[src/rtl/axil_m_pkg.sv]
// Shared types and constants for the AXI4-Lite single-outstanding master.
package axil_m_pkg;

    typedef enum logic [2:0] {
        ST_IDLE,
        ST_WR,
        ST_WAIT_B,
        ST_RD,
        ST_WAIT_R
    } state_t;

    localparam logic [1:0]  RESP_OKAY    = 2'b00;
    localparam logic [31:0] TIMEOUT_FILL = 32'hDEAD_DEAD;

    function automatic logic resp_err(input logic [1:0] resp);
        return resp != RESP_OKAY;
    endfunction

endpackage

[src/rtl/axil_m_timeout.sv]
// Per-transaction watchdog: clears on accept, counts busy cycles, flags expiry.
// Only instantiated when AXI4_LITE_M01_TIMEOUT_EN is defined.
module axil_m_timeout #(
    parameter int unsigned C_TIMEOUT_CYC = 1023
) (
    input  logic i_clk,
    input  logic i_rst_n,
    input  logic i_clear,
    input  logic i_busy,
    output logic o_expired
);

    localparam int CW = $clog2(C_TIMEOUT_CYC + 1);

    logic [CW-1:0] r_cnt;

    always_ff @(posedge i_clk or negedge i_rst_n) begin
        if (!i_rst_n) begin
            r_cnt <= '0;
        end else if (i_clear) begin
            r_cnt <= '0;
        end else if (i_busy) begin
            r_cnt <= r_cnt + CW'(1);
        end
    end

    // Fires in the last allowed busy cycle so the abort lands right after it.
    assign o_expired = i_busy && (r_cnt == CW'(C_TIMEOUT_CYC - 1));

endmodule

[src/rtl/axi4_lite_m01.sv]
// AXI4-Lite master: one command in, one register access out, one response back.
// Optional watchdog abort when AXI4_LITE_M01_TIMEOUT_EN is defined.
module axi4_lite_m01 #(
    parameter int unsigned C_M_AXI_ADDR_WIDTH = 8,
    parameter int unsigned C_TIMEOUT_CYC      = 1023
) (
    input  logic                          M_AXI_ACLK,
    input  logic                          M_AXI_ARESETN,
    input  logic                          i_cmd_valid,
    output logic                          o_cmd_ready,
    input  logic                          i_cmd_rd,
    input  logic [C_M_AXI_ADDR_WIDTH-1:0] i_cmd_addr,
    input  logic [31:0]                   i_cmd_wdata,
    output logic                          o_rsp_valid,
    output logic [31:0]                   o_rsp_rdata,
    output logic                          o_rsp_err,
    output logic [C_M_AXI_ADDR_WIDTH-1:0] M_AXI_AWADDR,
    output logic                          M_AXI_AWVALID,
    input  logic                          M_AXI_AWREADY,
    output logic [31:0]                   M_AXI_WDATA,
    output logic [3:0]                    M_AXI_WSTRB,
    output logic                          M_AXI_WVALID,
    input  logic                          M_AXI_WREADY,
    input  logic [1:0]                    M_AXI_BRESP,
    input  logic                          M_AXI_BVALID,
    output logic                          M_AXI_BREADY,
    output logic [C_M_AXI_ADDR_WIDTH-1:0] M_AXI_ARADDR,
    output logic                          M_AXI_ARVALID,
    input  logic                          M_AXI_ARREADY,
    input  logic [31:0]                   M_AXI_RDATA,
    input  logic [1:0]                    M_AXI_RRESP,
    input  logic                          M_AXI_RVALID,
    output logic                          M_AXI_RREADY
);

    import axil_m_pkg::*;

    localparam int unsigned AW = C_M_AXI_ADDR_WIDTH;
    localparam logic [AW-1:0] ALIGN_MASK = ~AW'(3);

    state_t        r_state;
    state_t        w_state_nxt;
    logic [AW-1:0] r_addr;
    logic [AW-1:0] w_addr_nxt;
    logic [31:0]   r_wdata;
    logic [31:0]   w_wdata_nxt;
    logic          r_awvalid;
    logic          w_awvalid_nxt;
    logic          r_wvalid;
    logic          w_wvalid_nxt;
    logic          r_bready;
    logic          w_bready_nxt;
    logic          r_arvalid;
    logic          w_arvalid_nxt;
    logic          r_rready;
    logic          w_rready_nxt;
    logic          r_rsp_valid;
    logic          w_rsp_valid_nxt;
    logic          r_rsp_err;
    logic          w_rsp_err_nxt;
    logic [31:0]   r_rsp_rdata;
    logic [31:0]   w_rsp_rdata_nxt;
    logic          w_accept;
    logic          w_expired;

    assign o_cmd_ready = (r_state == ST_IDLE) && M_AXI_ARESETN;
    assign w_accept    = i_cmd_valid && o_cmd_ready;

`ifdef AXI4_LITE_M01_TIMEOUT_EN
    axil_m_timeout #(
        .C_TIMEOUT_CYC (C_TIMEOUT_CYC)
    ) u_timeout (
        .i_clk     (M_AXI_ACLK),
        .i_rst_n   (M_AXI_ARESETN),
        .i_clear   (w_accept),
        .i_busy    (r_state != ST_IDLE),
        .o_expired (w_expired)
    );
`else
    assign w_expired = 1'b0;
`endif

    always_ff @(posedge M_AXI_ACLK or negedge M_AXI_ARESETN) begin
        if (!M_AXI_ARESETN) begin
            r_state <= ST_IDLE;
        end else begin
            r_state <= w_state_nxt;
        end
    end

    always_comb begin
        w_state_nxt     = r_state;
        w_addr_nxt      = r_addr;
        w_wdata_nxt     = r_wdata;
        w_awvalid_nxt   = r_awvalid;
        w_wvalid_nxt    = r_wvalid;
        w_bready_nxt    = r_bready;
        w_arvalid_nxt   = r_arvalid;
        w_rready_nxt    = r_rready;
        w_rsp_valid_nxt = 1'b0;
        w_rsp_err_nxt   = r_rsp_err;
        w_rsp_rdata_nxt = r_rsp_rdata;

        unique case (r_state)
            ST_IDLE: begin
                if (w_accept) begin
                    w_addr_nxt  = i_cmd_addr & ALIGN_MASK;
                    w_wdata_nxt = i_cmd_wdata;
                    if (i_cmd_rd) begin
                        w_state_nxt   = ST_RD;
                        w_arvalid_nxt = 1'b1;
                    end else begin
                        w_state_nxt   = ST_WR;
                        w_awvalid_nxt = 1'b1;
                        w_wvalid_nxt  = 1'b1;
                    end
                end
            end
            ST_WR: begin
                // AW and W retire independently; move on once both are gone.
                w_awvalid_nxt = r_awvalid && !M_AXI_AWREADY;
                w_wvalid_nxt  = r_wvalid && !M_AXI_WREADY;
                if (!w_awvalid_nxt && !w_wvalid_nxt) begin
                    w_state_nxt  = ST_WAIT_B;
                    w_bready_nxt = 1'b1;
                end
            end
            ST_WAIT_B: begin
                if (M_AXI_BVALID) begin
                    w_state_nxt     = ST_IDLE;
                    w_bready_nxt    = 1'b0;
                    w_rsp_valid_nxt = 1'b1;
                    w_rsp_err_nxt   = resp_err(M_AXI_BRESP);
                    w_rsp_rdata_nxt = '0;
                end
            end
            ST_RD: begin
                if (M_AXI_ARREADY) begin
                    w_state_nxt   = ST_WAIT_R;
                    w_arvalid_nxt = 1'b0;
                    w_rready_nxt  = 1'b1;
                end
            end
            ST_WAIT_R: begin
                if (M_AXI_RVALID) begin
                    w_state_nxt     = ST_IDLE;
                    w_rready_nxt    = 1'b0;
                    w_rsp_valid_nxt = 1'b1;
                    w_rsp_err_nxt   = resp_err(M_AXI_RRESP);
                    w_rsp_rdata_nxt = M_AXI_RDATA;
                end
            end
            default: begin
                w_state_nxt = ST_IDLE;
            end
        endcase

`ifdef AXI4_LITE_M01_TIMEOUT_EN
        if (w_expired) begin
            w_state_nxt     = ST_IDLE;
            w_awvalid_nxt   = 1'b0;
            w_wvalid_nxt    = 1'b0;
            w_bready_nxt    = 1'b0;
            w_arvalid_nxt   = 1'b0;
            w_rready_nxt    = 1'b0;
            w_rsp_valid_nxt = 1'b1;
            w_rsp_err_nxt   = 1'b1;
            w_rsp_rdata_nxt = TIMEOUT_FILL;
        end
`endif
    end

    always_ff @(posedge M_AXI_ACLK or negedge M_AXI_ARESETN) begin
        if (!M_AXI_ARESETN) begin
            r_addr      <= '0;
            r_wdata     <= '0;
            r_awvalid   <= 1'b0;
            r_wvalid    <= 1'b0;
            r_bready    <= 1'b0;
            r_arvalid   <= 1'b0;
            r_rready    <= 1'b0;
            r_rsp_valid <= 1'b0;
            r_rsp_err   <= 1'b0;
            r_rsp_rdata <= '0;
        end else begin
            r_addr      <= w_addr_nxt;
            r_wdata     <= w_wdata_nxt;
            r_awvalid   <= w_awvalid_nxt;
            r_wvalid    <= w_wvalid_nxt;
            r_bready    <= w_bready_nxt;
            r_arvalid   <= w_arvalid_nxt;
            r_rready    <= w_rready_nxt;
            r_rsp_valid <= w_rsp_valid_nxt;
            r_rsp_err   <= w_rsp_err_nxt;
            r_rsp_rdata <= w_rsp_rdata_nxt;
        end
    end

    assign M_AXI_AWADDR  = r_addr;
    assign M_AXI_AWVALID = r_awvalid;
    assign M_AXI_WDATA   = r_wdata;
    assign M_AXI_WSTRB   = 4'hF;
    assign M_AXI_WVALID  = r_wvalid;
    assign M_AXI_BREADY  = r_bready;
    assign M_AXI_ARADDR  = r_addr;
    assign M_AXI_ARVALID = r_arvalid;
    assign M_AXI_RREADY  = r_rready;
    assign o_rsp_valid   = r_rsp_valid;
    assign o_rsp_err     = r_rsp_err;
    assign o_rsp_rdata   = r_rsp_rdata;

endmodule
[config.mk]
export PLATFORM = sky130hd
export DESIGN_NAME = axi4_lite_m01
export DESIGN_NICKNAME = d
export VERILOG_FILES = /design/src/rtl/axil_m_pkg.sv /design/src/rtl/axil_m_timeout.sv /design/src/rtl/axi4_lite_m01.sv
export SDC_FILE = /design/constraint.sdc
export NUM_CORES = 1
export LEC_CHECK = 0
export ABC_AREA = 0
export CORE_MARGIN = 1.5
export CORE_UTILIZATION = 30
export DETAILED_ROUTE_END_ITERATION = 7
export HOLD_SLACK_MARGIN = 0.05
export PLACE_DENSITY = 0.65
export SYNTH_ARGS = -nofsm -noshare
export SYNTH_HDL_FRONTEND = slang
export SYNTH_HIERARCHICAL = 1
export SYNTH_SLANG_ARGS = --single-unit
[constraint.sdc]
create_clock -name M_AXI_ACLK -period 1.5 [get_ports M_AXI_ACLK]
set_input_delay 0.375 -clock M_AXI_ACLK [delete_from_list [all_inputs] [get_ports M_AXI_ACLK]]
set_output_delay 0.375 -clock M_AXI_ACLK [all_outputs]
set_load 0.01 [all_outputs]
After elaboration in Yosys (flattened, before gate mapping)

Cells that the tools add are included.

Eq/ne operators: 11
Muxes and demuxes: 30
Reductions and logical operators: 24

Operators with widths:

| operator                                             | number |
|---|---|
| 2-to-1 mux 32 bit                                    | 2 |
| one-hot mux 32 bit (2 select lines)                  | 1 |
| 2-to-1 mux 3 bit                                     | 5 |
| one-hot mux 3 bit (5 select lines)                   | 1 |
| != test 2 bit (second input constant)                | 7 |
| one-hot mux 1 bit (2 select lines)                   | 7 |
| nonzero test 2 bit                                   | 7 |
| 2-to-1 mux 1 bit                                     | 13 |
| AND reduction 3 bit                                  | 4 |
| equality test 3 x 2 -> 1 bit (second input constant) | 2 |
| logical AND 1 bit                                    | 5 |
| AND reduction 5 bit                                  | 1 |
| logical NOT 1 bit                                    | 4 |
| AND reduction 4 bit                                  | 1 |
| equality test 3 x 1 -> 1 bit (second input constant) | 1 |
| equality test 3 bit (second input constant)          | 1 |
| logical NOT 3 bit                                    | 1 |
| 2-to-1 mux 2 bit                                     | 1 |
| AND reduction 2 bit                                  | 1 |

Flip-flop bits (word level): 80
Output and inout port bits: 92
Word-level logic and storage cells: 76

Longest topological paths before layout

Gate-level depths: netlist of run 1.

Depth after elaboration: 6
Mapped depth: 6
Mapped depth without buffers: 3

Least setup slack after synthesis of run 1

No wires, ideal clock.

Path kind: register -> register
Start point: register r_state[0]
End point: register r_addr[2] (netlist: M_AXI_ARADDR[2])
Setup time: 0.127 ns
Arrival time: 1.435 ns
Required time: 1.373 ns
Path slack: -0.062 ns
Stages on the path, launching flop included: 7
Path buffers: 3
Clock period less this slack: 1.562 ns
Cells stage by stage: dfrtp_1 buf_6 nand4bb_1 nor2_2 buf_6 buf_6 mux2_1

Cells in the longest elaborated chain, start to end: 4

RTL lines:

| element                                  | line                                      | source |
|---|---|---|
| start: declaration                       | axi4_lite_m01.sv:41                       | `state_t r_state;` |
| start signal: assignment                 | axi4_lite_m01.sv:87                       | `r_state <= w_state_nxt;` |
| logical NOT 3 bit (*)                    | axi4_lite_m01.sv:66, axi4_lite_m01.sv:104 |  |
| logical AND 1 bit                        | axi4_lite_m01.sv:66                       | `assign o_cmd_ready = (r_state == ST_IDLE) && M_AXI_ARESETN;` |
| logical AND 1 bit                        | axi4_lite_m01.sv:67                       | `assign w_accept = i_cmd_valid && o_cmd_ready;` |
| AND reduction 2 bit (no source line) (*) | -                                         |  |
| end signal: assignment                   | axi4_lite_m01.sv:186                      | `r_addr <= w_addr_nxt;` |
| end: declaration                         | axi4_lite_m01.sv:43                       | `logic [AW-1:0] r_addr;` |

Mark *: on every way between the ends. The rest lies on a longest branch, timed or not.
A chain may end at the register's enable or synchronous reset.

Worst setup path after layout of run 1

Start point: register r_state[2]
End point: register r_rsp_err (netlist: o_rsp_err)

Cells in the longest elaborated chain, start to end: 3
Elaborated cells between the ends (all ways): 7
Classes of those cells: eq/ne (4); mux (1); reduce/logical (2)

RTL lines:

| element                                                                     | line                 | source |
|---|---|---|
| equality test 3 bit / equality test 3 x 2 -> 1 bit (equally long branches)  | axi4_lite_m01.sv:104 | `unique case (r_state)` |
| != test 2 bit (no source line) / nonzero test 2 bit (equally long branches) | -                    |  |
| AND reduction 3 bit (no source line)                                        | -                    |  |
| end signal: assignment                                                      | axi4_lite_m01.sv:194 | `r_rsp_err <= w_rsp_err_nxt;` |
| end: declaration                                                            | axi4_lite_m01.sv:59  | `logic r_rsp_err;` |

Parallel ways exist; a longest one is shown, timed or not.

==> flow_metrics.env, run 1 <==
export IMPL_start_util_pct=30.9
export IMPL_p_per_area_nw_per_um2=1660
export IMPL_drcViolationCount=0
export IMPL_slew_headroom_pct=63.5
export IMPL_finalMaxSlewViolations=0
export IMPL_reg2reg_to="o_rsp_err$_DFFE_PN0P_"
export IMPL_worstPathCellList="buf_4 -> nand3b_1 -> a21oi_4 -> buf_6 -> buf_6 -> mux2_2"
export IMPL_tightest_slew_ns=0.547
export IMPL_worstSetupEndpointType="register"
export IMPL_rsz0062_at_grt="yes"
export IMPL_synth_top_area_share_pct=56.8
export IMPL_clkTransAtPathRegs_ns=0.06
export IMPL_synth_cell_type_count=31
export IMPL_cp_slowest_cell="dfrtp_1"
export IMPL_synth_async_sr_flop_share_pct=100
export IMPL_rr_worst_depth=6
export IMPL_vias=2785
export IMPL_drt_iter0_markers=101
export IMPL_period_minus_slack_ns=1.60
export IMPL_htree_num_levels=3
export IMPL_final_setup_worst_slack_ns=-0.0963
export IMPL_crit_path_max_incr_delay_ns=0.40
export IMPL_path_buf_inv=3
export IMPL_vdd_ir_drop_max_mv=0.759
export IMPL_dp_hpwl_mm=6.43
export IMPL_die_x_microns=111
export IMPL_cp_common_cell="buf_6"
export IMPL_synth_area_leaders="dfrtp_1 (57%), mux2i_1 (9.7%), mux2_2 (9.6%), inv_1 (4.0%), nand2_1 (3.7%)"
export IMPL_setup_violations=53
export IMPL_ys_ff_latch=80
export IMPL_n_antenna_cell=0
export IMPL_yosysSeqAreaShare_pct=56.8
export IMPL_fin_skew_ns=0.00449
export IMPL_period_share_pct=106
export IMPL_max_cap_violations=0
export IMPL_fin_area_sq_um=5960
export IMPL_p_total_uw=9930
export IMPL_r2r_start="r_state[2]$_DFFE_PN0P_"
export IMPL_postRouteAntennaNets=0
export IMPL_clockBufferDepth=2
export IMPL_regToRegSetupSlack_ns=-0.1
export IMPL_avgSynthCellArea_sq_um=12.2
export IMPL_gp_congestion=0.813
export IMPL_max_freq_mhz=626
export IMPL_grt_pass1_vias=2928
export IMPL_tritoncts="yes"
export IMPL_hold_path_class="input pin to async pin"
export IMPL_synth_area_leader_cell="dfrtp_1"
export IMPL_cts_sinks=80
export IMPL_synth_common_cells="dfrtp_1 (80), inv_1 (38), nand2_1 (35)"
export IMPL_failed_checks="negative setup slack"
export IMPL_overflow=0
export IMPL_cp_required_ns=1.71
export IMPL_leakage_uw=0.00276
export IMPL_wl_mm=9.42
export IMPL_crit_family="flip-flops"
export IMPL_synth_edff_count=0
export IMPL_grt_usage_pct=14.4
export IMPL_num_io_pins=177
export IMPL_yosysWarnings=6
export IMPL_synthToLayoutAreaGrowth_pct=69.2
export IMPL_drive_above_1_share_pct=20.5
export IMPL_die_h_microns=111
export IMPL_wl_per_cell_microns=15.1
export IMPL_clock_latency_ns=0.33
export IMPL_start_kind="register"
export IMPL_ys_flop_type="dfrtp_1"
export IMPL_worstSetupPathType="register to register"
export IMPL_place_area_sq_um=5370
export IMPL_antenna_found_initial=0
export IMPL_hold_viol_final=0
export IMPL_arrival_ns=1.81
export IMPL_cp_max_fo=3
export IMPL_io_buffers=166
export IMPL_die_area_sq_um=12400
export IMPL_viasPerCell=4.46
export IMPL_status="finished, violations left"
export IMPL_cts_root_buf="clkbuf_16"
export IMPL_grt_start_max_net_pins=44
export IMPL_grt_pass1_wl_mm=14.4
export IMPL_cts_buffers=9
export IMPL_yosysMostFrequentCell="dfrtp_1"
export IMPL_core_area_sq_um=11400
export IMPL_nets=563
export IMPL_rows=39
export IMPL_dr_pass1_iters=4
export IMPL_syn_inst=288
export IMPL_synth_area_sq_um=3520
registers in the layout (all words and copies together) (netlist names):
register and cells:
o_rsp_valid 1, o_rsp_err 1, M_AXI_RREADY 1, o_rsp_rdata 32, M_AXI_BREADY 1, M_AXI_WVALID 1, M_AXI_ARVALID 1, r_state 3
M_AXI_ARADDR 6, M_AXI_WDATA 32, M_AXI_AWVALID 1
layout make-up:
| cell class | instances | area, sq um |
|---|---|---|
| Fill cell | 1042 | 5460 |
| Timing Repair Buffer | 201 | 2020 |
| Clock inverter | 3 | 65.1 |
| Tap cell | 143 | 179 |
| Multi-Input combinational cell | 148 | 1300 |
| Inverter | 38 | 143 |
| Sequential cell | 80 | 2000 |
| Clock buffer | 12 | 256 |
layout by cell type, fill, tap and decap left out, types with 2 or more instances in the layout:
master           netlist  routed
buf_12                 0       4
conb_1                 2       8
inv_1                 38      38
clkbuf_8               0       2
mux2_4                 0      14
nand3b_1               4       4
dfrtp_1               80      80
nand2_1               35      33
buf_4                 17      17
a2bb2oi_1              2       2
buf_8                  0       2
clkdlybuf4s50_1        0      80
mux2_2                30      25
o31ai_1                2       2
nand2b_1               2       2
mux2i_1               34      33
clkbuf_16              0      11
nor2_1                 3       3
bufinv_16              0       2
a21oi_1                3       3
nand3_1                2       2
buf_16                 0       4
buf_6                  6       7
a41oi_1                2       2
dlygate4sd2_1          0      84
stage by stage:
stage / hold WS [ns] / instances / util [%] / setup slack, ns / TNS (ns)
after detailed placement: 0.474 / 594 / 47.0 / -0.448 / -26.56
after floorplan: 0.0794 / 294 / - / -0.0623 / -0.561
after global placement: 0.474 / 594 / 47.0 / -0.405 / -23.60
final: 0.154 / 625 / 52.2 / -0.0963 / -2.56
after global routing: 0.206 / 625 / 52.2 / -0.152 / -6.45
after CTS: 0.168 / 618 / 50.8 / -0.115 / -4.11
where the power goes:
| part | leakage [uW] | switching, uW | internal, uW |
|---|---|---|---|
| registers | 0.00102 | 426 | 2900 |
| logic | 0.00158 | 1760 | 2460 |
| clock network | 0.000159 | 839 | 1540 |
| total | 0.00276 | 3020 | 6910 |
worst max path at each step:
stage,depth (start not counted),start,end
floorplan,6,r_state[0]$_DFFE_PN0P_,M_AXI_ARADDR[2]$_DFFE_PN0P_
global placement,5,i_cmd_valid,M_AXI_WDATA[23]$_DFFE_PN0P_
detailed placement,5,i_cmd_valid,M_AXI_WDATA[10]$_DFFE_PN0P_
CTS,6,r_state[1]$_DFFE_PN0P_,o_rsp_err$_DFFE_PN0P_
global route,7,r_state[1]$_DFFE_PN0P_,o_rsp_rdata[21]$_DFFE_PN0P_
finish,6,r_state[2]$_DFFE_PN0P_,o_rsp_err$_DFFE_PN0P_
kinds of logic after synthesis:
group / synth area share, %
flip-flops: 56.8
AO/OA/AOI/OAI: 3.34
other: 0.213
buffers and inverters: 10.3
multiplexers: 22.1
AND/OR/NAND/NOR: 7.24
timing repair:
action                                  in CTS  in global routing
hold buffers                                 0                  0
gates cloned                                 4                  2
pin swaps                                    4                  5
gates resized for setup                    103                 25
endpoints found under the setup margin     150                 74
setup buffers                                6                  7
layer usage:
metal  vias to the layer above  share of wire [%]  global-route usage (%)
met1                      1349                 42                    17.2
met4                         0                1.2                    5.32
li1                       1310                  -                       -
met2                       117                 49                    24.1
met5                         -                  0                       0
met3                         9                7.8                    5.01
Note: power is estimated with default switching activity, not from simulation.
==> run 2: changes to the inputs <==
Settings changed: CTS_CLUSTER_DIAMETER set to 120.
==> results of run 2 <==
Same layout as run 1: the final DEF is identical, and so are final timing and power.
